File: src/rtl/mem_dcache_arbiter_pkg.sv
// Shared types for the MEM-stage data-cache arbiter: FSM state and the
// per-slot request bundle presented to the single cache port.
package mem_dcache_arbiter_pkg;

    localparam int unsigned ARB_SLOTS = 2;

    typedef enum logic [1:0] {
        ARB_IDLE,
        ARB_WAIT,
        ARB_DRAIN
    } dcache_arb_state_t;

    typedef struct packed {
        logic        valid;
        logic        is_store;
        logic [31:0] addr;
        logic [31:0] wdata;
        logic [3:0]  wstrb;
    } dcache_slot_req_t;

    // Oldest pending slot wins; slot 1 only when slot 0 has nothing left to do.
    function automatic logic pick_slot(input logic [ARB_SLOTS-1:0] pending);
        return pending[0] ? 1'b0 : 1'b1;
    endfunction

endpackage

File: src/rtl/mem_dcache_arbiter.sv
// Serialises up to two MEM-stage memory operations onto the single dcache port,
// holds per-slot load data until the bundle retires, and drives the MEM stall.
module mem_dcache_arbiter
    import mem_dcache_arbiter_pkg::*;
#(
    parameter int unsigned ISSUE_WIDTH = 2
) (
    input  logic                        clk,
    input  logic                        rst,
    input  logic [ISSUE_WIDTH-1:0]      slot_mem_valid,
    input  logic [ISSUE_WIDTH-1:0]      slot_is_store,
    input  logic [ISSUE_WIDTH-1:0]      slot_excp,
    input  logic [ISSUE_WIDTH-1:0][31:0] slot_addr,
    input  logic [ISSUE_WIDTH-1:0][31:0] slot_wdata,
    input  logic [ISSUE_WIDTH-1:0][3:0] slot_wstrb,
    input  logic                        flush,
    output logic                        dcache_req,
    output logic                        dcache_we,
    output logic [31:0]                 dcache_addr,
    output logic [3:0]                  dcache_wstrb,
    output logic [31:0]                 dcache_wdata,
    input  logic                        dcache_addr_ok,
    input  logic                        dcache_data_ok,
    input  logic [31:0]                 dcache_rdata,
    output logic [ISSUE_WIDTH-1:0][31:0] slot_rdata,
    output logic [ISSUE_WIDTH-1:0]      slot_done,
    output logic                        pause_mem
);

    dcache_arb_state_t state_q, state_d;

    logic                         sel_q, sel_d, sel;
    logic [ISSUE_WIDTH-1:0]       done_q, done_d;
    logic [ISSUE_WIDTH-1:0][31:0] rdata_q, rdata_d;

    logic [ISSUE_WIDTH-1:0]       need, pending, complete, done_c;
    logic                         pause_c, issue;
    dcache_slot_req_t [ISSUE_WIDTH-1:0] slot_req;
    dcache_slot_req_t             cur_req;

    // An older exception kills the younger access; flush kills both.
    always_comb begin
        need[0] = slot_mem_valid[0] & ~slot_excp[0] & ~flush;
        need[1] = slot_mem_valid[1] & ~slot_excp[1] & ~slot_excp[0] & ~flush;
        pending = need & ~done_q;
        for (int unsigned i = 0; i < ISSUE_WIDTH; i++) begin
            slot_req[i].valid    = pending[i];
            slot_req[i].is_store = slot_is_store[i];
            slot_req[i].addr     = slot_addr[i];
            slot_req[i].wdata    = slot_wdata[i];
            slot_req[i].wstrb    = slot_wstrb[i];
        end
        sel     = pick_slot(pending);
        cur_req = slot_req[sel];
        issue   = (state_q == ARB_IDLE) && cur_req.valid;
    end

    always_comb begin
        complete = '0;
        if (state_q == ARB_WAIT && dcache_data_ok) begin
            complete[sel_q] = 1'b1;
        end
        done_c  = done_q | complete | ~need;
        pause_c = (|(need & ~done_c)) || (state_q == ARB_DRAIN);
    end

    always_ff @(posedge clk) begin
        if (rst) begin
            state_q <= ARB_IDLE;
        end else begin
            state_q <= state_d;
        end
    end

    // A response coinciding with the flush finishes the transaction outright,
    // so DRAIN is only needed while the response is still outstanding.
    always_comb begin
        state_d = state_q;
        unique case (state_q)
            ARB_IDLE: begin
                if (issue && dcache_addr_ok) state_d = ARB_WAIT;
            end
            ARB_WAIT: begin
                if (dcache_data_ok)  state_d = ARB_IDLE;
                else if (flush)      state_d = ARB_DRAIN;
            end
            ARB_DRAIN: begin
                if (dcache_data_ok)  state_d = ARB_IDLE;
            end
            default: state_d = ARB_IDLE;
        endcase
    end

    always_comb begin
        dcache_req   = 1'b0;
        dcache_we    = 1'b0;
        dcache_addr  = '0;
        dcache_wstrb = '0;
        dcache_wdata = '0;
        slot_rdata   = '0;
        slot_done    = '0;
        pause_mem    = 1'b0;
        if (!rst) begin
            dcache_req   = issue;
            dcache_we    = issue & cur_req.is_store;
            dcache_addr  = issue ? cur_req.addr  : '0;
            dcache_wstrb = issue ? cur_req.wstrb : '0;
            dcache_wdata = issue ? cur_req.wdata : '0;
            for (int unsigned i = 0; i < ISSUE_WIDTH; i++) begin
                slot_rdata[i] = complete[i] ? dcache_rdata : rdata_q[i];
            end
            slot_done = done_c;
            pause_mem = pause_c;
        end
    end

    always_comb begin
        sel_d   = sel_q;
        rdata_d = rdata_q;
        if (issue && dcache_addr_ok) sel_d = sel;
        for (int unsigned i = 0; i < ISSUE_WIDTH; i++) begin
            if (complete[i]) rdata_d[i] = dcache_rdata;
        end
        // Retirement (no stall) wins over setting the last done bit.
        if (flush || !pause_c) done_d = '0;
        else                   done_d = done_q | complete;
    end

    always_ff @(posedge clk) begin
        if (rst) begin
            sel_q   <= 1'b0;
            done_q  <= '0;
            rdata_q <= '0;
        end else begin
            sel_q   <= sel_d;
            done_q  <= done_d;
            rdata_q <= rdata_d;
        end
    end

endmodule

File: config.mk
export PLATFORM = sky130hd
export DESIGN_NAME = mem_dcache_arbiter
export DESIGN_NICKNAME = d
export VERILOG_FILES = /design/src/rtl/mem_dcache_arbiter_pkg.sv /design/src/rtl/mem_dcache_arbiter.sv
export SDC_FILE = /design/constraint.sdc
export NUM_CORES = 1
export LEC_CHECK = 0
export BUFFER_PORTS_ARGS = -buffer_cell sky130_fd_sc_hd__buf_2
export CELL_PAD_IN_SITES_DETAIL_PLACEMENT = 1
export CELL_PAD_IN_SITES_GLOBAL_PLACEMENT = 1
export CORE_ASPECT_RATIO = 0.9
export CORE_UTILIZATION = 23
export DETAILED_ROUTE_END_ITERATION = 12
export PLACE_DENSITY = 0.81
export SLEW_MARGIN = 20
export SYNTH_ARGS = -nofsm -noshare
export SYNTH_HDL_FRONTEND = slang
export SYNTH_SLANG_ARGS = --single-unit
File: constraint.sdc
create_clock -name clk -period 1.9 [get_ports clk]
set_input_delay 0.19 -clock clk [delete_from_list [all_inputs] [get_ports clk]]
set_output_delay 0.19 -clock clk [all_outputs]
set_load 0.03 [all_outputs]
# ---- Word level (Yosys, flattened, before mapping)
# Cells that the tools add are included.
dict set report totals {
  reg_bits 69
  latchBits 0
  mem_bits_rw 0
  mem_bits_ro 0
  word_cells 64
  mem_count 0
}
dict set report op_classes {
  n_addsub 0
  multipliers 0
  div_mod_pow 0
  magnitude_cmp 3
  eq_ne 5
  n_shift 0
  muxes 24
  n_bitwise 16
  reduce_logical 11
}
# operator n
set ops {}
lappend ops {{32-bit 2-to-1 mux} 6}
lappend ops {{70-bit 2-to-1 mux} 2}
lappend ops {{64-bit 2-to-1 mux} 1}
lappend ops {{2-bit 2-to-1 mux} 6}
lappend ops {{4-bit 2-to-1 mux} 2}
lappend ops {{1-bit bitwise AND} 6}
lappend ops {{2-bit inverter} 3}
lappend ops {{2-bit one-hot mux with 3 select lines} 1}
lappend ops {{1-bit 2-to-1 mux} 5}
lappend ops {{2-bit bitwise AND} 2}
lappend ops {{1-bit logical AND} 4}
lappend ops {{1-bit by 2-bit < comparator with 1-bit output, second input constant} 2}
lappend ops {{2-bit OR} 2}
lappend ops {{2-bit OR reduction} 2}
lappend ops {{3-bit inequality test, second input constant} 1}
lappend ops {{1-bit inverter} 3}
lappend ops {{3-bit AND reduction} 1}
lappend ops {{2-bit by 1-bit == test with 1-bit output, second input constant} 1}
lappend ops {{2-bit == test, second input constant} 1}
lappend ops {{2-bit zero test} 1}
lappend ops {{1-bit logical OR} 2}
lappend ops {{2-bit by 1-bit inequality test with 1-bit output, second input constant} 1}
lappend ops {{2-bit inequality test, second input constant} 1}
lappend ops {{1-bit demux with 1-bit select} 1}
lappend ops {{other kinds (2)} 2}

# ---- Longest topological paths before layout
dict set report logic_depth {
  depth_word 14
  mapped_depth 6
}

# ---- Worst setup path after synthesis
# Ideal clock, no wire load.
dict set report synth_timing {
  path_kind {register to output}
  start {register done_q[0]}
  end {output dcache_addr[0]}
  arrival_ns 1.607
  required_ns 1.710
  setup_slack_ns 0.103
  path_stages_with_launch 6
  n_path_buf 2
  cell_sequence {dfxtp_1 nor4b_1 buf_2 clkbuf_1 nand2_1 a21oi_1}
}
dict set report synth_between {
  elab_chain_cells 7
}
# element line
set synth_lines {}
lappend synth_lines {{from (decl)} mem_dcache_arbiter.sv:33} ;# logic [ISSUE_WIDTH-1:0] done_q, done_d;
lappend synth_lines {{from (signal assigned)} mem_dcache_arbiter.sv:136} ;# done_q <= done_d;
lappend synth_lines {{2-bit inverter *} mem_dcache_arbiter.sv:45} ;# pending = need & ~done_q;
lappend synth_lines {{2-bit bitwise AND *} mem_dcache_arbiter.sv:45}
lappend synth_lines {{70-bit 2-to-1 mux (implied by the code) * (2 in a row)} mem_dcache_arbiter.sv:54} ;# cur_req = slot_req[sel];
lappend synth_lines {{1-bit logical AND} mem_dcache_arbiter.sv:55} ;# issue = (state_q == ARB_IDLE) && cur_req.valid;
lappend synth_lines {{32-bit 2-to-1 mux *} mem_dcache_arbiter.sv:106} ;# dcache_addr = issue ? cur_req.addr : '0;
lappend synth_lines {{32-bit 2-to-1 mux *} mem_dcache_arbiter.sv:103} ;# if (!rst) begin
lappend synth_lines {{to (decl)} mem_dcache_arbiter.sv:19} ;# output logic [31:0] dcache_addr,
# Mark *: on every way between the ends. The rest lies on a longest branch, timed or not. The select of a mux whose other input is x is not followed.

==> qor.yml <==
tns_ns: -19.43
yosys.area.top_type: "dfxtp_1"
p_leak_nw: 3.98
synth_area_leaders: "dfxtp_1 (40%), nand2_1 (29%), a21oi_1 (20%)"
cp-startpoint: "state_q[1]"
p_per_area_nw_per_um2: 473
nFillCells: 1709
ys_warn_count: 0
synth-edff-count: 0
status: "finished with violations"
syn_avg_cell_area_um2: 6.32
end_kind: "primary output"
max_stage_delay_ns: 0.37
routed_wl_mm: 25.9
ys_seq_elements: 69
die_h_um: 118
period_needed_ns: 2.13
drc: 0
rsz0062_at_grt: "yes"
synth.distinct_cells: 21
p_total_mw: 4.04
fmax_ghz: 0.470
irDropWorstVdd_mv: 0.392
route.detailed.wl_per_inst_um: 23.1
path_common_cell: "buf_6"
clk_latency_ns: 0.34
place_ws_ns: -0.135
async_flop_share_pct: 0
grt_pass1_wl_mm: 30.3
violations: "negative setup slack"
synth_top_flop_cell: "dfxtp_1"
viasPerCell: 4.89
drtPass1Iterations: 4
io_pins: 316
seq_area_frac_synth_pct: 40.0
dpl.hpwl_mm: 13.1
start_kind: "flop"
setup_ws_ns: -0.229
dr.first_iter.drc_count: 176
dp_cells: 1037
cts_hold_buf: 0
area_growth_pct: 147
synth_area_um2: 3460
track_usage_pct: 25.0
antenna_found_initial: 8
start_util_pct: 23.5
cts_made_buffers: 9
cp.required_ns: 1.71
syn_nets: 726
setup_viol: 136
ant_nets: 0
reg2reg_from: "state_q[1]"
cts_sinks: 69
crit_arrival_ns: 1.94
coreArea_um2: 14700
drive_gt1_share_pct: 65.1
routed-via-count: 5492
drv_cap: 0
path_max_fanout: 7
hold_viol: 0
cts_htree_levels: 3
die_area_um2: 15500
whs_path_depth: 3
slew_viol_final: 0
min-delay-start: "dcache_rdata[16]"
place.gp.congestion: 0.939
io_buffer_count: 315
slew_headroom_pct: 9.16
grt_max_degree: 71
overflow: 0
worstPathCellList: "nor4bb_4 -> buf_4 -> buf_6 -> buf_12 -> nand2_2 -> a21oi_2 -> buf_6"
yosys.area.top_type_share_pct: 40.0
finalClockSkew_ns: 0.0119
worstMarginPinSlew_ns: 1.36
clockRootBuffer: "clkbuf_16"
die_x_um: 131
crit_type: "flop to primary output"
syn_inst: 547
path_clk_slew_ns: 0.07
r2r_cells: 11
final_cells: 1122
finalCritPeriodShare_pct: 112
rows: 42
grt_pass1_vias: 5550
crit_slowest_cell: "dfxtp_4"
fin_nets: 1089
cts_tree: "done"
hp-class: "input port to flop"
ctsLongestPathBuffers: 2
## metal layers
layer | vias to the layer above | part of all wire [%] | GRT usage, %
li1 | 2517 | - | -
met1 | 2653 | 36 | 27.5
met2 | 253 | 53 | 44.2
met3 | 69 | 6.6 | 8.19
met4 | 0 | 4.4 | 9.93
met5 | - | 0 | 0
## cells in the mapped netlist, types with 2 or more instances
cell and n:
nand2_1 268, a21oi_1 139, dfxtp_1 69, clkbuf_1 30
buf_2 14, nor2_1 3, nor2b_1 3, a31oi_1 2
buf_6 2, inv_1 2, nor3_1 2, nor3b_1 2
o211ai_1 2, o21ai_0 2
## where the power goes
part / internal, mW / switching [mW] / total [mW] / leakage [nW]
logic: 0.330 / 0.487 / 0.817 / 3.28
registers: 1.45 / 0.00593 / 1.46 / 0.559
clock network: 1.02 / 0.741 / 1.76 / 0.146
total: 2.80 / 1.23 / 4.04 / 3.98
## cells in the final DEF (no fill, tap or decap), types with 4 or more instances in the layout
cell type and count:
nand2_1 181, buf_2 180, buf_6 99, buf_4 89
nand2_4 66, dfxtp_1 65, a21oi_4 62, a21oi_1 54
a21oi_2 23, nand2_2 20, buf_12 16, clkbuf_16 15
diode_2 9, buf_8 4
## critical path, delay by kind of cell (launching register included)
kind,cells,cell delay [ns]
compound gates,1,0.20
buf+inv,4,0.65
flops,1,0.37
simple gates,2,0.38
## state kept, by name, summed over array words and instances, names as in the netlist
| register | cells |
|---|---|
| sel_q | 1 |
| rdata_q | 64 |
| state_q | 2 |
| done_q | 2 |
## layout make-up
class / count / area, um^2 / area share, %
timing repair buffer: 398 / 3300 / 38.7
multi-input combinational: 430 / 3270 / 38.3
sequential: 69 / 1390 / 16.3
tap: 198 / 248 / 2.90
clock buffer: 9 / 225 / 2.64
clock inverter: 7 / 73.8 / 0.864
antenna: 9 / 22.5 / 0.264
inverter: 2 / 7.51 / 0.0879
## final timing paths
kind,to,slack (ns)
worst max-delay path,slot_rdata[9],-0.23
worst min-delay path,rdata_q[16],0.15
worst max register to register,rdata_q[14],-0.08
worst min register to register,rdata_q[37],0.49
## cells by family after synthesis
logic type	after synthesis	share of synthesized area, %
and+or+nand+nor	284	32.4
buffers and inverters	48	6.16
DFF	69	40.0
AOI/OAI and AO/OA	146	21.5
## what timing repair did
| item | CTS | global route |
|---|---|---|
| pin swaps | 25 | 124 |
| gates resized for setup | 267 | 347 |
| buffers inserted | 22 | 27 |
| setup endpoints to repair | 135 | 138 |
| gates cloned | 8 | 9 |
## metrics by stage
step | instance area [um^2] | utilization (%) | hold slack (ns)
floorplan | 3460 | - | 0.269
global placement | 5320 | 36.1 | 0.443
detailed placement | 5320 | 36.1 | 0.447
CTS | 6800 | 46.2 | 0.109
global route | 8540 | 58.0 | 0.154
finish | 8540 | 58.1 | 0.151
Note: power is estimated with default switching activity, not from simulation.
